$ cat config.mk
export PLATFORM = sky130hd
export DESIGN_NAME = umi_addr_remap
export DESIGN_NICKNAME = d
export VERILOG_FILES = /design/src/rtl/umi_addr_remap.sv
export SDC_FILE = /design/constraint.sdc
export NUM_CORES = 1
export LEC_CHECK = 0
export BUFFER_PORTS_ARGS = -buffer_cell sky130_fd_sc_hd__buf_2
export CAP_MARGIN = 5
export CORE_AREA = 2 2 408 410
export DETAILED_ROUTE_END_ITERATION = 16
export DIE_AREA = 0 0 410 412
export SLEW_MARGIN = 20
export SYNTH_ARGS = -nofsm -noshare
export SYNTH_HDL_FRONTEND = slang
export SYNTH_SLANG_ARGS = --single-unit
export TNS_END_PERCENT = 50
$ cat constraint.sdc
create_clock -name clk -period 7.25 [get_ports clk]
set_input_delay 1.0875 -clock clk [delete_from_list [all_inputs] [get_ports clk]]
set_output_delay 1.0875 -clock clk [all_outputs]
set_load 0.01 [all_outputs]
$ cat src/rtl/umi_addr_remap.sv
// UMI request-path address remapper: rewrites the destination chip-ID field via a
// lookup table or adds an offset inside an address window, behind one output register.

module umi_addr_remap_entry #(
  parameter int IDW = 16
) (
  input  logic [IDW-1:0] i_id,
  input  logic [IDW-1:0] i_old,
  output logic           o_hit
);
  assign o_hit = (i_id == i_old);
endmodule

module umi_addr_remap #(
  parameter int CW    = 32,
  parameter int AW    = 64,
  parameter int DW    = 128,
  parameter int IDW   = 16,
  parameter int IDSB  = 40,
  parameter int NMAPS = 8
) (
  input  logic                 clk,
  input  logic                 reset,
  input  logic [IDW-1:0]       chipid,
  input  logic [IDW*NMAPS-1:0] old_row_col_address,
  input  logic [IDW*NMAPS-1:0] new_row_col_address,
  input  logic [AW-1:0]        set_dstaddress_offset,
  input  logic [AW-1:0]        set_dstaddress_low,
  input  logic [AW-1:0]        set_dstaddress_high,
  input  logic                 umi_in_valid,
  output logic                 umi_in_ready,
  input  logic [CW-1:0]        umi_in_cmd,
  input  logic [AW-1:0]        umi_in_dstaddr,
  input  logic [AW-1:0]        umi_in_srcaddr,
  input  logic [DW-1:0]        umi_in_data,
  output logic                 umi_out_valid,
  input  logic                 umi_out_ready,
  output logic [CW-1:0]        umi_out_cmd,
  output logic [AW-1:0]        umi_out_dstaddr,
  output logic [AW-1:0]        umi_out_srcaddr,
  output logic [DW-1:0]        umi_out_data
);

  logic [IDW-1:0]   w_id;
  logic [IDW-1:0]   w_new_id;
  logic [NMAPS-1:0] w_hit;
  logic             w_local;
  logic             w_in_win;
  logic             w_acc;
  logic [AW-1:0]    w_dst;

  logic             r_valid;
  logic [CW-1:0]    r_cmd;
  logic [AW-1:0]    r_dst;
  logic [AW-1:0]    r_src;
  logic [DW-1:0]    r_data;

  assign w_id     = umi_in_dstaddr[IDSB+IDW-1:IDSB];
  assign w_local  = (w_id == chipid);
  assign w_in_win = (umi_in_dstaddr >= set_dstaddress_low) &&
                    (umi_in_dstaddr <= set_dstaddress_high);

  genvar g;
  generate
    for (g = 0; g < NMAPS; g++) begin : g_entry
      umi_addr_remap_entry #(.IDW(IDW)) u_entry (
        .i_id  (w_id),
        .i_old (old_row_col_address[g*IDW +: IDW]),
        .o_hit (w_hit[g])
      );
    end
  endgenerate

  // Walk from the top so the lowest matching index overwrites last; no hit keeps the ID.
  always_comb begin
    w_new_id = w_id;
    for (int i = NMAPS-1; i >= 0; i--) begin
      if (w_hit[i]) w_new_id = new_row_col_address[i*IDW +: IDW];
    end
  end

  always_comb begin
    w_dst = umi_in_dstaddr;
    if (w_local)       w_dst = umi_in_dstaddr;
    else if (w_in_win) w_dst = umi_in_dstaddr + set_dstaddress_offset;
    else               w_dst[IDSB+IDW-1:IDSB] = w_new_id;
  end

  // Ready is forced high during reset even if a stalled beat is about to be dropped.
  assign umi_in_ready = reset | ~r_valid | umi_out_ready;
  assign w_acc        = umi_in_valid & umi_in_ready;

  always_ff @(posedge clk) begin
    if (reset) begin
      r_valid <= 1'b0;
      r_cmd   <= '0;
      r_dst   <= '0;
      r_src   <= '0;
      r_data  <= '0;
    end else if (w_acc) begin
      r_valid <= 1'b1;
      r_cmd   <= umi_in_cmd;
      r_dst   <= w_dst;
      r_src   <= umi_in_srcaddr;
      r_data  <= umi_in_data;
    end else if (umi_out_ready) begin
      r_valid <= 1'b0;
    end
  end

  assign umi_out_valid   = r_valid;
  assign umi_out_cmd     = r_cmd;
  assign umi_out_dstaddr = r_dst;
  assign umi_out_srcaddr = r_src;
  assign umi_out_data    = r_data;

endmodule

==> Yosys cells after proc, flatten, opt, wreduce, memory -nomap -nowiden <==
Index checks and enable logic that the tools add are counted.
{ "totals": {"regBits": 289, "latchBits": 0, "ram_bits": 0, "rom_bits": 0, "inputBits": 756, "out_inout_bits": 290, "wordCells": 37, "mem_count": 0} }
{ "op_classes": {"n_addsub": 1, "multipliers": 0, "div_mod_pow": 0, "magnitude_cmp": 2, "eq_ne": 9, "shifts": 0, "mux": 14, "bitwise": 4, "reduce_logical": 2} }
{ "ops": {"columns": ["operator", "count"], "rows": [
  ["$eq 16x16->1", 9],
  ["$mux 16", 9],
  ["$add 64x64->64", 1],
  ["$ge 64x64->1", 1],
  ["$le 64x64->1", 1],
  ["$mux 64", 1],
  ["$mux 40", 1],
  ["$mux 8", 1],
  ["$mux 1", 2],
  ["$or 1x1->1", 2],
  ["$reduce_bool 2->1", 1],
  ["$and 1x1->1", 1],
  ["$logic_and 1x1->1", 1],
  ["$not 1->1", 1]
]} }

==> Longest topological paths before layout <==
Gate-level depths: netlist of the first run.
{ "depth": {"ltp_word": 11, "depth_mapped": 14} }

==> Cells and area by module <==
Synthesis of the first run repeated with hierarchy kept, for this count alone.
{ "unflattened": {"cells_unflattened": 2746, "hier_area_um2": 20325.7} }
{ "modules_own_cells": {"columns": ["mod", "n_inst", "cells_each", "area_per_inst_um2", "seq_area_each_um2"], "rows": [
  ["umi_addr_remap", 1, 2578, 18904.4, 5785.5],
  ["umi_addr_remap_entry", 8, 21, 177.7, 0.0]
]} }

==> Worst setup path after synthesis of the first run <==
OpenSTA, ideal clock, no wires.
{ "synth_timing": {"path_type": "input -> register", "startpoint": "in set_dstaddress_offset[0]", "endpoint": "reg r_dst[60] (netlist: umi_out_dstaddr[60])", "t_arrival_ps": 3761, "setup_slack_ps": 3362, "path_stages": 14, "n_path_buf": 0, "path_cell_list": "ha_1 -> inv_1 -> fa_1 -> nor2b_1 -> o2111ai_1 -> a211o_1 -> a31oi_1 -> o31ai_1 -> a211o_1 -> o21ai_0 -> a221o_1 -> xor2_1 -> a221oi_1 -> nor2_1"} }
{ "synth_via": {"elab_chain_len": 3} }
{ "synth_lines": {"columns": ["element", "line", "rtl"], "rows": [
  ["start, declared", "27", "input logic [AW-1:0] set_dstaddress_offset,"],
  ["$add 64x64->64", "85", "else if (w_in_win) w_dst = umi_in_dstaddr + set_dstaddress_offset;"],
  ["$mux 8", "85", null],
  ["$mux 64", "84", "if (w_local) w_dst = umi_in_dstaddr;"],
  ["end signal, assigned", "103", "r_dst <= w_dst;"],
  ["end, declared", "54", "logic [AW-1:0] r_dst;"]
]} }
Every way passes these cells.
A chain may end at the register's enable or synchronous reset.

==> Worst setup path in the final report of the first run <==
{ "layout_timing": {"startpoint": "in umi_in_dstaddr[55]", "endpoint": "reg r_dst[43] (netlist: umi_out_dstaddr[43])"} }
{ "layout_via": {"elab_chain_len": 11, "elab_cells_between_ends": 22, "cone_classes": "order compare (2); eq/ne (9); mux (10); reduce/logical (1)"} }
{ "layout_lines": {"columns": ["element", "line", "rtl"], "rows": [
  ["start, declared", "33", "input logic [AW-1:0] umi_in_dstaddr,"],
  ["$eq 16x16->1", "11", "assign o_hit = (i_id == i_old);"],
  ["$mux 16 (8 in a row)", "78", "if (w_hit[i]) w_new_id = new_row_col_address[i*IDW +: IDW];"],
  ["$mux 16", "85", null],
  ["$mux 64 *", "84", null]
]} }
Every way passes the cells marked *; elsewhere a longest branch is shown, timed or not.

==> impl_metrics.ini, run 1 <==
[run_status]
status = complete, no violations

[die]
io_pins = 1046
initial_core_util_pct = 12.2
coreArea_um2 = 164000
row_count = 149
die-area_um2 = 169000
die_y_um = 412
die_x_um = 410

[final_layout]
fillCellCount = 18778
area_delta_synth_final_pct = 45.7
final_cell_area_um2 = 29200
drive_gt1_share_pct = 32.0
nets = 4617
final_common_cell = buf_2
layoutNonFillerInstCount = 5920
most-common-layout-cells = buf_2 (1044), nand2_1 (607), a21oi_1 (361), dfxtp_1 (289), ha_1 (191)

[global_route]
grt_overflow = 0
grt_pass1_vias = 23371
grt_usage_pct = 16.6
antenna_found_initial = 96
grt_pass1_wl_mm = 194
grt_max_degree = 175

[logic_synthesis]
syn-cell-area_um2 = 20100
synth_cell_types = 78
netlist.area_leader.share_pct = 28.8
yosysSeqAreaShare_pct = 28.8
syn_inst = 2700
synth_area_leaders = dfxtp_1 (29%), ha_1 (12%), nand2_1 (11%)
avgSynthCellArea_um2 = 7.43
synth-seq-cells = 289
synth_largest_area_cell = dfxtp_1
syn-num-nets = 3648
synth_edf_count = 0
synthArstFlopShare_pct = 0
synth_ff_type = dfxtp_1
ys_warn_count = 0

[pwr]
finalPower_mw = 5.40
p_leak_nw = 13.8
ir_drop_mv = 0.140
power_density_nw_per_um2 = 185

[detailed_routing]
wl_per_cell_um = 25.0
via_count = 24390
ant_nets = 0
viasPerCell = 4.12
dr.pass1.iters = 8
wirelength_mm = 148
route.detailed.drc = 0
drt_iter0_drc = 1850

[place]
place_congestion = 0.962
hpwl_mm = 127
postPlaceCellArea_um2 = 27800
dp_cells = 5816
dpl_worst_slack_ps = 1400
numPortBuffers = 1045

[timing]
final-setup-viol-count = 0
finClkSkew_ps = 48.4
setup_ws_ps = 2250
fmaxAchievable_ghz = 0.200
worst_pin_slew_ps = 1120
slew_violations = 0
rsz0062_at_grt = no
setup-tns-final_ps = 0
hold_viol_final = 0
max_slew_margin_pct = 24.2
finalCriticalPeriod_ps = 5000
period_share_pct = 69.0

[worst_setup_path]
cp_slowest_cell = nand4_1
cpPeakStageDelay_ps = 990
required_ps = 7810
worstPathCellList = buf_2 -> xor2_1 -> nor4_1 -> nand4_1 -> nor2_1 -> a221o_1 -> a21oi_1 -> nor3_1 -> a21oi_1 -> nor2_1
critPathLaunchType = primary input
r2r_cells = 8
r2r-end = umi_out_dstaddr[53]
worst-setup-path-type = in -> reg
cp_max_fo = 15
arrival_ps = 5560
reg2reg_from = umi_out_valid
r2r_slack_ps = 4410
endpoint_kind = flop

[clocking]
cts_tree = done
htreeDepth = 2
postCtsSetupBuffers = 0
clock_latency_ps = 610
cts_root_buffer = clkbuf_16
cts-resized-gates = 0
path_clk_slew_ps = 60
cts-buffers-inserted = 40
cts_hold_buf = 0
cts_sinks = 289
clk_path_buf_depth = 3

[worst_hold_path]
worstHoldStart = umi_out_dstaddr[1]
min_path_type = reg -> reg
whs_endpoint = umi_out_dstaddr[1]
min_path_cells = 2

[run]
maxCapViolCount = 0
## Yosys cell counts (all sizes together) (27+ instances only)
cell	number
nand3	32
a311oi	34
o21ai	94
nor4	29
inv	153
xnor2	97
nor2	145
a21o	45
buf	27
a211oi	35
ha	191
nand2	609
nand4	58
a21oi	363
xor2	101
clkbuf	126
mux2i	29
dfxtp	289
## state kept, by name (all words and copies together), names as in the netlist
register         flops
umi_out_valid        1
umi_out_dstaddr     64
umi_out_data       128
umi_out_cmd         32
umi_out_srcaddr     64
## cells by family (layout without fill, tap and decap cells)
group / count (synthesis) / count (layout) / share of synthesized area [%]
AND/OR/NAND/NOR: 963 / 963 / 20.8
AO/OA/AOI/OAI: 723 / 723 / 22.2
buffers and inverters: 306 / 1306 / 6.02
flip-flops: 289 / 289 / 28.8
XOR/XNOR: 198 / 198 / 8.65
adder cells (fa/ha/maj): 192 / 192 / 12.0
multiplexers: 29 / 29 / 1.45
other: 0 / 31 / 0
## critical path, delay by kind of cell
kind | cells | cell delay [ps]
compound gates | 3 | 450
xor+xnor | 1 | 150
buf+inv | 1 | 640
simple gates | 5 | 3200
## area by class of cell
| cell class | count | area, um^2 | share of cell area (%) |
|---|---|---|---|
| Antenna cell | 31 | 77.6 | 0.265 |
| Clock inverter | 16 | 185 | 0.634 |
| Clock buffer | 57 | 1160 | 3.99 |
| Multi-Input combinational cell | 2105 | 13200 | 45.0 |
| Timing Repair Buffer | 1080 | 5540 | 19.0 |
| Sequential cell | 289 | 5790 | 19.8 |
| Tap cell | 2189 | 2740 | 9.37 |
| Inverter | 153 | 574 | 1.96 |
## stage by stage
stage / hold WS (ps) / util, %
after floorplan: 476 / -
after global placement: 439 / 16.9
after detailed placement: 443 / 16.9
after CTS: 451 / 17.7
after global routing: 465 / 17.8
final: 449 / 17.8
## worst max-delay path by stage
stage / startpoint / endpoint / slack [ps] / cells past startpoint
finish: umi_in_dstaddr[55] / umi_out_dstaddr[43] / 2250 / 10
global placement: umi_in_dstaddr[55] / umi_out_dstaddr[52] / 990 / 11
floorplan: set_dstaddress_offset[0] / umi_out_dstaddr[60] / 3360 / 14
CTS: umi_in_dstaddr[55] / umi_out_dstaddr[43] / 2100 / 10
detailed placement: umi_in_dstaddr[55] / umi_out_dstaddr[43] / 1400 / 10
global route: umi_in_dstaddr[55] / umi_out_dstaddr[43] / 2010 / 10
## power breakdown
part | switching (mW) | total [mW] | internal [mW]
Combinational | 1.00 | 1.59 | 0.590
Clock | 0.873 | 2.05 | 1.17
Sequential | 0.0583 | 1.76 | 1.70
Total | 1.94 | 5.40 | 3.46
## routing by layer
metal	vias up	global-route usage, %	routed length [um]
met2	1126	29.9	73700
met5	-	0	391
met3	288	5.13	12500
met1	11511	18.4	55900
li1	11403	-	-
met4	62	5.58	5620
Power figures use the tool's default switching activity.
==> run 2, diff against run 1 <==
clock period = 4.05 ns   (was 7.25 ns; I/O delays follow)
==> run 2 against run 1 <==
- non-clock buffer count grew 142
- critical path depth grew 7
- critical endpoint is now umi_out_dstaddr[60]
- combinational power grew 90%
- total power grew 84%
==> impl_metrics.ini, run 2 (synthesis gave the netlist of run 1 again) <==
[run_status]
status = complete, no violations

[place]
numPortBuffers = 1045
dp_cells = 5958
hpwl_mm = 131
postPlaceCellArea_um2 = 29100
place_congestion = 0.962

[clocking]
clk_path_buf_depth = 3
cts_tree = done
cts_sinks = 289
cts_hold_buf = 0
cts-buffers-inserted = 41
clock_latency_ps = 670
cts-resized-gates = 0
path_clk_slew_ps = 60
postCtsSetupBuffers = 0
htreeDepth = 2
cts_root_buffer = clkbuf_16

[worst_setup_path]
cp_num_cells = 17
required_ps = 4500
arrival_ps = 4190
cp_max_fo = 4
endpoint_kind = flop
worst-setup-path-type = in -> reg
crit_buf_inv = 4
worstPathCellList = buf_2 -> ha_1 -> inv_1 -> fa_1 -> nor2b_1 -> o2111ai_1 -> a211o_1 -> a31oi_1 -> buf_4 -> o31ai_1 -> a211o_1 -> o21ai_0 -> buf_4 -> a221o_1 -> xor2_1 -> a221oi_1 -> nor2_1
critPathLaunchType = primary input
r2r_cells = 5
crit_family = compound AO/OA/AOI/OAI gates
cpPeakStageDelay_ps = 440
cp_slowest_cell = a31oi_1

[detailed_routing]
wirelength_mm = 151
drt_iter0_drc = 1696
ant_nets = 0
route.detailed.drc = 0
via_count = 24753
viasPerCell = 4.09
dr.pass1.iters = 8
wl_per_cell_um = 24.9

[die]
initial_core_util_pct = 12.2
die-area_um2 = 169000
die_x_um = 410
row_count = 149
io_pins = 1046
coreArea_um2 = 164000
die_y_um = 412

[final_layout]
final_cell_area_um2 = 30500
nets = 4760
drive_gt1_share_pct = 34.3
final_common_cell = buf_2
largest_reg_flops = 128
layoutNonFillerInstCount = 6057
fillCellCount = 18729
area_delta_synth_final_pct = 52.0
most-common-layout-cells = buf_2 (1044), nand2_1 (607), a21oi_1 (361), dfxtp_1 (289), ha_1 (191)

[global_route]
grt_max_degree = 100
grt_usage_pct = 16.9
antenna_found_initial = 102
grt_overflow = 0
grt_pass1_wl_mm = 198
grt_pass1_vias = 24054

[timing]
fmaxAchievable_ghz = 0.267
hold_viol_final = 0
period_share_pct = 92.5
final-setup-viol-count = 0
finClkSkew_ps = 110
finalCriticalPeriod_ps = 3750
worst_pin_slew_ps = 904
slew_violations = 0
max_slew_margin_pct = 39.4
rsz0062_at_grt = no

[worst_hold_path]
min_path_type = in -> reg
min_path_cells = 3

[pwr]
power_density_nw_per_um2 = 325
ir_drop_mv = 0.288
p_leak_nw = 14.5

[run]
maxCapViolCount = 0
==> run 2: cell count changes in the layout (fill, tap and decap cells not counted), moves of 2 or more <==
cell	change
nor3_1	+2
nor3_2	-2
buf_12	+19
clkinv_2	+5
buf_4	+122
a211oi_2	-3
a211oi_1	+3
diode_2	-7
inv_6	-2
==> run 2: layer usage <==
layer,up-vias,share of wire (%),track usage (%),wire length [um]
li1,11669,-,-,-
met1,11638,38,18.9,57300
met2,1105,50,30.2,75300
met3,293,7.3,4.25,11000
met4,48,4.7,7.36,7020
met5,-,0.20,0,296
==> run 2: cell type report <==
| cell class | count | area, um^2 | share of cell area (%) |
|---|---|---|---|
| multi-input combinational | 2105 | 13100 | 43.0 |
| timing repair buffer | 1222 | 6850 | 22.5 |
| sequential | 289 | 5790 | 19.0 |
| tap | 2189 | 2740 | 8.98 |
| clock buffer | 56 | 1170 | 3.85 |
| inverter | 153 | 574 | 1.88 |
| clock inverter | 19 | 190 | 0.624 |
| antenna | 24 | 60.1 | 0.197 |
==> run 2: worst register-to-register path, cell delays in order (launching register included) <==
cell and delay, ps:
dfxtp_1 340, a21oi_4 270, buf_4 400, buf_4 770
nand2_1 350, a21oi_1 180
==> run 2: where the power goes <==
| part | internal [mW] | switching [mW] |
|---|---|---|
| Clock | 2.11 | 1.63 |
| Sequential | 3.04 | 0.107 |
| Combinational | 1.19 | 1.83 |
==> run 2: final timing paths <==
kind / from / to / slack [ps]
setup / recovery: umi_in_dstaddr[0] / umi_out_dstaddr[60] / 300
hold / removal: umi_in_data[6] / umi_out_data[6] / 180
setup reg to reg: umi_out_valid / umi_out_cmd[9] / 1700
hold reg to reg: umi_out_data[32] / umi_out_data[32] / 450
==> run 2: metrics by stage <==
stage	setup TNS [ps]	worst slack (ps)	power [mW]	hold slack [ps]	util [%]
global route	0	207	10.5	147	18.6
CTS	0	349	10.1	121	18.5
finish	0	303	9.91	179	18.6
global placement	-1950	-378	6.25	437	17.7
floorplan	0	642	4.63	476	-
detailed placement	-1610	-262	6.27	444	17.7
